<file path="config.mk">
export PLATFORM = sky130hd
export DESIGN_NAME = completion_cdb_arbiter
export DESIGN_NICKNAME = d
export VERILOG_FILES = /design/src/rtl/completion_cdb_arbiter.sv
export SDC_FILE = /design/constraint.sdc
export NUM_CORES = 1
export LEC_CHECK = 0
export ABC_CLOCK_PERIOD_IN_PS = 3900
export CORE_UTILIZATION = 25
export CTS_BUF_LIST = sky130_fd_sc_hd__clkbuf_8
export DETAILED_ROUTE_END_ITERATION = 8
export HOLD_SLACK_MARGIN = 0.06
export PLACE_DENSITY = 0.5
export SLEW_MARGIN = 20
export SYNTH_ARGS = -nofsm -noshare
export SYNTH_HDL_FRONTEND = slang
export SYNTH_SLANG_ARGS = --single-unit
</file>
<file path="constraint.sdc">
create_clock -name clk_i -period 3.9 [get_ports clk_i]
set_input_delay 0.78 -clock clk_i [delete_from_list [all_inputs] [get_ports clk_i]]
set_output_delay 0.78 -clock clk_i [all_outputs]
set_load 0.01 [all_outputs]
</file>
<file path="src/rtl/completion_cdb_arbiter.sv">
// completion_cdb_arbiter: per-channel result FIFOs, round-robin pick, registered CDB/ROB broadcast
module completion_cdb_arbiter #(
  parameter int NUM_CH     = 2,
  parameter int DATA_W     = 64,
  parameter int FLAG_W     = 4,
  parameter int ROB_SIZE   = 32,
  parameter int TAG_W      = $clog2(ROB_SIZE + 1),
  parameter int FIFO_DEPTH = 4
) (
  input  logic                          clk_i,
  input  logic                          reset_i,
  input  logic                          flush_i,
  input  logic [NUM_CH-1:0]             ch_valid_i,
  output logic [NUM_CH-1:0]             ch_ready_o,
  input  logic [NUM_CH*TAG_W-1:0]       ch_tag_i,
  input  logic [NUM_CH*DATA_W-1:0]      ch_data_i,
  input  logic [NUM_CH*FLAG_W-1:0]      ch_flags_i,
  input  logic [NUM_CH-1:0]             ch_save_cond_i,
  output logic                          cdb_valid_o,
  output logic [TAG_W-1:0]              cdb_tag_o,
  output logic [DATA_W:0]               cdb_val_o,
  output logic                          rob_wr_en_o,
  output logic [TAG_W-1:0]              rob_wr_addr_o,
  output logic [DATA_W+FLAG_W+1:0]      rob_wr_data_o
);
  localparam int PW = $clog2(FIFO_DEPTH);
  localparam int CW = $clog2(FIFO_DEPTH + 1);
  localparam int SW = NUM_CH > 1 ? $clog2(NUM_CH) : 1;
  localparam int EW = 1 + FLAG_W + TAG_W + DATA_W;
  logic [EW-1:0] mem [NUM_CH][FIFO_DEPTH];
  logic [PW-1:0] head [NUM_CH];
  logic [PW-1:0] tail [NUM_CH];
  logic [CW-1:0] count [NUM_CH];
  logic [NUM_CH-1:0] push, pop, req;
  logic [SW-1:0] rr_ptr, grant;
  logic [SW:0] idx;
  logic granted;
  logic [EW-1:0] head_ent;
  for (genvar c = 0; c < NUM_CH; c++) begin : g_ch
    assign req[c]        = count[c] != '0;
    assign ch_ready_o[c] = count[c] != CW'(FIFO_DEPTH);
    assign push[c]       = ch_valid_i[c] && ch_ready_o[c] && !flush_i && ch_tag_i[c*TAG_W +: TAG_W] != '0;
    assign pop[c]        = granted && grant == SW'(c);
  end
  always_comb begin
    grant = rr_ptr;
    granted = 1'b0;
    idx = '0;
    for (int i = 0; i < NUM_CH; i++) begin
      idx = {1'b0, rr_ptr} + (SW+1)'(i);
      idx = idx >= (SW+1)'(NUM_CH) ? idx - (SW+1)'(NUM_CH) : idx;
      if (!granted && req[idx[SW-1:0]]) begin
        grant = idx[SW-1:0];
        granted = 1'b1;
      end
    end
  end
  assign head_ent = mem[grant][head[grant]];
  always_ff @(posedge clk_i or posedge reset_i) begin
    if (reset_i) begin
      for (int c = 0; c < NUM_CH; c++) begin
        head[c] <= '0;
        tail[c] <= '0;
        count[c] <= '0;
      end
    end else if (flush_i) begin
      for (int c = 0; c < NUM_CH; c++) begin
        head[c] <= '0;
        tail[c] <= '0;
        count[c] <= '0;
      end
    end else begin
      for (int c = 0; c < NUM_CH; c++) begin
        if (push[c]) tail[c] <= tail[c] + 1'b1;
        if (pop[c]) head[c] <= head[c] + 1'b1;
        count[c] <= count[c] + CW'(push[c]) - CW'(pop[c]);
      end
    end
  end
  always_ff @(posedge clk_i) begin
    for (int c = 0; c < NUM_CH; c++)
      if (push[c])
        mem[c][tail[c]] <= {ch_save_cond_i[c], ch_flags_i[c*FLAG_W +: FLAG_W],
                            ch_tag_i[c*TAG_W +: TAG_W], ch_data_i[c*DATA_W +: DATA_W]};
  end
  always_ff @(posedge clk_i or posedge reset_i) begin
    if (reset_i) begin
      rr_ptr <= '0;
      cdb_valid_o <= 1'b0;
      cdb_tag_o <= '0;
      cdb_val_o <= '0;
      rob_wr_en_o <= 1'b0;
      rob_wr_addr_o <= '0;
      rob_wr_data_o <= '0;
    end else if (flush_i) begin
      rr_ptr <= '0;
      cdb_valid_o <= 1'b0;
      rob_wr_en_o <= 1'b0;
    end else begin
      cdb_valid_o <= granted;
      rob_wr_en_o <= granted;
      if (granted) begin
        rr_ptr <= grant == SW'(NUM_CH - 1) ? '0 : grant + 1'b1;
        cdb_tag_o <= head_ent[DATA_W +: TAG_W];
        rob_wr_addr_o <= head_ent[DATA_W +: TAG_W];
        cdb_val_o <= {1'b1, head_ent[DATA_W-1:0]};
        rob_wr_data_o <= {head_ent[EW-1], head_ent[DATA_W+TAG_W +: FLAG_W], 1'b1, head_ent[DATA_W-1:0]};
      end
    end
  end
endmodule
</file>
==> reports/results.ini, run 1 <==
[status]
status = completed

[timing]
finalSetupTns_ps = 0
hold_violations = 0
rsz0062_at_grt = false
holdWs_ps = 488
finClkSkew_ps = 31.9
slew_headroom = 0.307
period_needed_ps = 3450
fin_crit_sh = 0.885
setup_violations = 0
fmax_mhz = 290
worst_pin_slew_ps = 1040
slew_viol_final = 0

[power]
p_total_mw = 25.8
worst_ir_drop_vdd_mv = 0.893
cellPowerDensity_nw_per_um2 = 755
leakagePower_nw = 11.9

[clocking]
clock-root-buffer = clkbuf_8
ctsResizeCount = 0
cts_buffers = 116
clk_path_buf_depth = 3
holdBufCountCts = 0
cts_tree = built
cts_sinks = 692
clkSlewWorstSetupHoldPaths_ps = 60
htreeDepth = 3
clk_latency_ps = 760
post_cts_buffers = 0

[global_route]
antenna_found_initial = 16
grt_max_degree = 149
grt_pass1_vias = 17800
grt_pass1_wl_um = 120000
grt-ovfl-total = 0
grtUsageTotal = 0.147

[synth]
synth_largest_area_cell = edfxtp_1
yosysSeqAreaShare = 0.741
ys_ff_latch = 692
syn_area_per_cell_um2 = 13.4
syn_area_um2 = 27400
synth.top_cell.area_share = 0.657
synth_nets = 2212
synth-edff-count = 600
synthTopCellsByArea = edfxtp_1, dfrtp_1, nand2_1
synth_cell_types = 38
dominantRegCellSynth = edfxtp_1
async_reset_ff_frac = 0.133
ys_warn_count = 0
postSynthCellCount = 2043

[placed_design]
place.gp.congestion = 0.740
place_area_um2 = 31900
portBuffers = 305
dp_hpwl_um = 49700

[worst_setup_path]
path_buf_inv = 1
slowest_delay_ps = 950
end_kind = flip-flop
critPathTopFamily = simple AND/OR/NAND/NOR gates
path_cells = nor3_1 > maj3_4 > buf_12 > and2_2 > a221o_1 > o22ai_1 > o21ai_1
crit_arrival_ps = 4120
worst_path_max_delay_cell = and2_2
cp_max_fo = 122
critPathKind = reg -> reg
start_kind = flip-flop
cp.required_ps = 4570

[die]
die_h_um = 333
start_util = 0.252
die_area_um2 = 111000
io_pins = 306
rows = 121
die_w_um = 333
core-area_um2 = 109000

[worst_hold_path]
min_path_type = reg -> reg

[layout]
fill_cells = 10800
synthToLayoutAreaGrowth_pct = 24.9
fin_util = 0.315
final_area_um2 = 34200
nets = 2473
drive_above_1_share = 0.0952

[run]
cap_violations = 0

[route]
first_pass_iters = 5
via_per_inst = 4.57
drt_wl_total_um = 82300
drt.antenna.violating_nets = 0
wl_per_cell_um = 21.5
post-route-drc-count = 0
drt_iter0_markers = 1468
vias = 17500

[stage by stage]
stage	setup WS, ps	std cells
CTS	436	3819
global route	228	3820
detailed placement	437	3600
floorplan	205	2043
finish	450	3822
global placement	341	3600
[flip-flops by register name, summed over array words and instances, names as in the netlist]
name and count:
mem 600, cdb_val_o 64, count 6, rob_wr_addr_o 6, rob_wr_data_o 6, head 4, tail 4, rob_wr_en_o 1
rr_ptr 1
[report_power, final]
part / internal, mW / switching [mW] / leakage, nW
registers: 8.88 / 0.561 / 6.58
logic: 3.77 / 6.15 / 4.00
clock network: 3.49 / 2.99 / 1.35
total: 16.1 / 9.71 / 11.9
[path summary, 6_finish.rpt]
kind,startpoint,end,slack [ps],cells past startpoint
worst max-delay path,count[1]$_DFF_PP0_,cdb_val_o[18]$_DFFE_PP0P_,450,7
min in group asynchronous,reset_i,cdb_val_o[30]$_DFFE_PP0P_,590,2
worst min-delay path,rob_wr_data_o[64]$_DFFE_PP0P_,rob_wr_data_o[64]$_DFFE_PP0P_,490,1
worst min register to register,rob_wr_data_o[64]$_DFFE_PP0P_,rob_wr_data_o[64]$_DFFE_PP0P_,490,1
max in group asynchronous,reset_i,cdb_val_o[56]$_DFFE_PP0P_,2490,3
worst max register to register,count[1]$_DFF_PP0_,cdb_val_o[18]$_DFFE_PP0P_,450,7
[cells in the mapped netlist (3+ instances only)]
library cell and count:
mux2i_1 45, inv_1 14, xor2_1 3, nor2_1 16
and2_1 10, nand3_1 232, a311oi_1 43, buf_2 27
o31ai_1 31, buf_1 9, nor3_1 47, o21ai_1 75
a22o_1 30, a21oi_1 113, ha_1 12, nor2b_1 3
xnor2_1 5, edfxtp_1 600, nand2_1 440, buf_4 74
clkbuf_1 95, buf_6 4, dfrtp_1 92
[cell type report]
cell class | count | area (um^2) | area share
timing repair buffer | 352 | 3730 | 0.109
clock inverter | 91 | 596 | 0.0174
multi-input combinational | 1128 | 5970 | 0.175
sequential | 692 | 20300 | 0.594
inverter | 14 | 57.6 | 0.00168
clock buffer | 128 | 1760 | 0.0515
tap | 1414 | 1770 | 0.0517
antenna | 3 | 7.51 | 0.000219
[kinds of logic after synthesis]
family,share of synthesized area
adders and majority gates,0.00772
muxes,0.0186
AOI/OAI and AO/OA,0.0683
buffers and inverters,0.0430
and+or+nand+nor,0.118
DFF,0.741
xor gates and xnor gates,0.00256
[placed cells by master (no fill, tap or decap), types with 3 or more instances in the layout]
cell / netlist / final
edfxtp_1: 600 / 600
nand2_1: 440 / 440
clkdlybuf4s50_1: 0 / 305
nand3_1: 232 / 232
clkbuf_8: 0 / 128
a21oi_1: 113 / 113
dfrtp_1: 92 / 90
o21ai_1: 75 / 75
inv_1: 14 / 53
nor3_1: 47 / 47
mux2i_1: 45 / 44
a311oi_1: 43 / 43
o31ai_1: 31 / 31
a22o_1: 30 / 30
buf_12: 0 / 26
buf_4: 74 / 21
clkinv_1: 0 / 19
nor2_1: 16 / 15
clkinv_2: 0 / 14
ha_1: 12 / 12
and2_4: 0 / 8
bufinv_16: 0 / 7
clkinvlp_4: 0 / 6
xnor2_1: 5 / 5
diode_2: 0 / 3
nor2b_1: 3 / 3
xor2_1: 3 / 3
inv_6: 0 / 3
[routing by layer]
metal / part of all wire / track usage
met4: 0.022 / 0.0428
met3: 0.066 / 0.0339
met5: 0.0013 / 0
met2: 0.47 / 0.236
met1: 0.44 / 0.196
No activity file was read; power rests on OpenSTA's default activity.
==> inputs of run 2 (changes only) <==
--- a/config.mk
+++ b/config.mk
@@ -10,7 +10,7 @@
 export CTS_BUF_LIST = sky130_fd_sc_hd__clkbuf_8
 export DETAILED_ROUTE_END_ITERATION = 8
 export HOLD_SLACK_MARGIN = 0.06
-export PLACE_DENSITY = 0.5
+export PLACE_DENSITY = 0.45
 export SLEW_MARGIN = 20
 export SYNTH_ARGS = -nofsm -noshare
 export SYNTH_HDL_FRONTEND = slang
==> run 2 against run 1 <==
- clock skew rose by 19 ps
- largest power group unchanged
- register-to-register slack improved by 140 ps
- count of clock-buffer cells in the layout rose by 8
- sequential share of layout area rose by 0.21 points
- sequential power barely moved
- routed wire length rose by 4.0%
- via count rose by 0.74%
- global-route usage rose by 0.48 points
- total power fell by 0.73%
- combinational power barely moved
- utilization fell by 0.11 points
- cell area fell by 0.35%
==> reports/results.ini, run 2 (synthesized netlist as in run 1, its figures left out) <==
[status]
status = completed

[global_route]
grtUsageTotal = 0.152
antenna_found_initial = 18
grt-ovfl-total = 0
grt_pass1_wl_um = 124000
grt_max_degree = 107
grt_pass1_vias = 17900

[clocking]
clk_path_buf_depth = 3
holdBufCountCts = 0
cts_buffers = 115
htreeDepth = 3
cts_sinks = 692
clkSlewWorstSetupHoldPaths_ps = 60
clk_latency_ps = 760
clock-root-buffer = clkbuf_8
ctsResizeCount = 0
cts_tree = built
post_cts_buffers = 0

[worst_setup_path]
end_kind = flip-flop
crit_arrival_ps = 3980
cp.required_ps = 4560
path_cells = nor3_1 > maj3_4 > buf_4 > and2_2 > buf_4 > a22o_1 > o31ai_1 > o21ai_1
cp_common_cell = buf_4
critPathTopFamily = simple AND/OR/NAND/NOR gates
worst_path_max_delay_cell = buf_4
cp_max_fo = 66
slowest_delay_ps = 670
path_buf_inv = 2
start_kind = flip-flop
critPathKind = reg -> reg

[route]
via_per_inst = 4.60
drt.antenna.violating_nets = 0
first_pass_iters = 5
drt_wl_total_um = 85600
post-route-drc-count = 0
wl_per_cell_um = 22.4
vias = 17600
drt_iter0_markers = 1106

[placed_design]
place.gp.congestion = 0.757
dpl_worst_slack_ps = 364
portBuffers = 305
dp_hpwl_um = 51200

[die]
io_pins = 306
start_util = 0.252
core-area_um2 = 109000
die_area_um2 = 111000
rows = 121
die_h_um = 333
die_w_um = 333

[timing]
finalSetupTns_ps = 0
setup_slack_ps = 586
slew_headroom = 0.305
finClkSkew_ps = 51.0
slew_viol_final = 0
period_needed_ps = 3310
fmax_mhz = 302
worst_pin_slew_ps = 1040
fin_crit_sh = 0.850
hold_violations = 0
setup_violations = 0
rsz0062_at_grt = false

[power]
leakagePower_nw = 11.9
cellPowerDensity_nw_per_um2 = 752
worst_ir_drop_vdd_mv = 0.617

[layout]
drive_above_1_share = 0.0970
nets = 2482
final_cell_mix = edfxtp_1, nand2_1, clkdlybuf4s50_1
synthToLayoutAreaGrowth_pct = 24.4
fill_cells = 10800
mostFrequentLayoutCell = edfxtp_1
largest_reg_flops = 600
fin_util = 0.314

[worst_hold_path]
min_path_type = reg -> reg

[run]
cap_violations = 0

run 2: cell types whose count changed in the layout (fill, tap and decap cells not counted), sizes merged:
cell,previous run,this run
buf,47,57
clkbuf,128,136
bufinv,7,1
clkinv,34,28
inv,58,62
clkinvlp,6,4
diode,3,2
run 2: metal layers:
layer	wire length, um	vias up	global-route usage
li1	-	8005	-
met1	38300	8890	0.205
met2	40700	569	0.249
met3	5200	122	0.0302
met4	1240	20	0.0351
met5	131	-	0
run 2: worst paths after layout:
check / from / to / slack, ps / cells past startpoint
worst max-delay path: count[1]$_DFF_PP0_ / cdb_val_o[19]$_DFFE_PP0P_ / 590 / 8
worst min-delay path: rob_wr_data_o[69]$_DFFE_PP0P_ / rob_wr_data_o[69]$_DFFE_PP0P_ / 490 / 2
worst max register to register: count[1]$_DFF_PP0_ / cdb_val_o[19]$_DFFE_PP0P_ / 590 / 8
worst min register to register: rob_wr_data_o[69]$_DFFE_PP0P_ / rob_wr_data_o[69]$_DFFE_PP0P_ / 490 / 2
max in group asynchronous: reset_i / cdb_val_o[54]$_DFFE_PP0P_ / 2460 / 3
min in group asynchronous: reset_i / cdb_val_o[26]$_DFFE_PP0P_ / 550 / 2
run 2: layout make-up:
type / instances / area [um^2] / share of cell area
antenna: 2 / 5.00 / 0.000147
clock buffer: 136 / 1870 / 0.0549
clock inverter: 81 / 392 / 0.0115
inverter: 14 / 57.6 / 0.00169
multi-input combinational: 1128 / 5970 / 0.175
sequential: 692 / 20300 / 0.596
tap: 1414 / 1770 / 0.0519
timing repair buffer: 362 / 3710 / 0.109
run 2: where the power goes:
group          switching [mW]  internal (mW)
Combinational            6.19           3.76
Clock                    3.03           3.24
Sequential              0.562           8.88
run 2: through the flow:
stage | area, um^2 | cells | power, mW | hold slack, ps
finish | 34100 | 3829 | 25.7 | 489
global placement | 31800 | 3610 | 19.6 | 471
floorplan | 27400 | 2043 | 15.7 | 495
CTS | 34100 | 3827 | 26.1 | 492
global route | 34100 | 3828 | 27.1 | 537
detailed placement | 31800 | 3610 | 19.7 | 478
run 2: worst register-to-register path, delay by kind of cell (launching register included):
family                   cells  cell delay (ps)
AND/OR/NAND/NOR              2             1040
buffers and inverters        2             1010
flip-flops                   1              430
adder cells (fa/ha/maj)      1              390
AO/OA/AOI/OAI                3              410
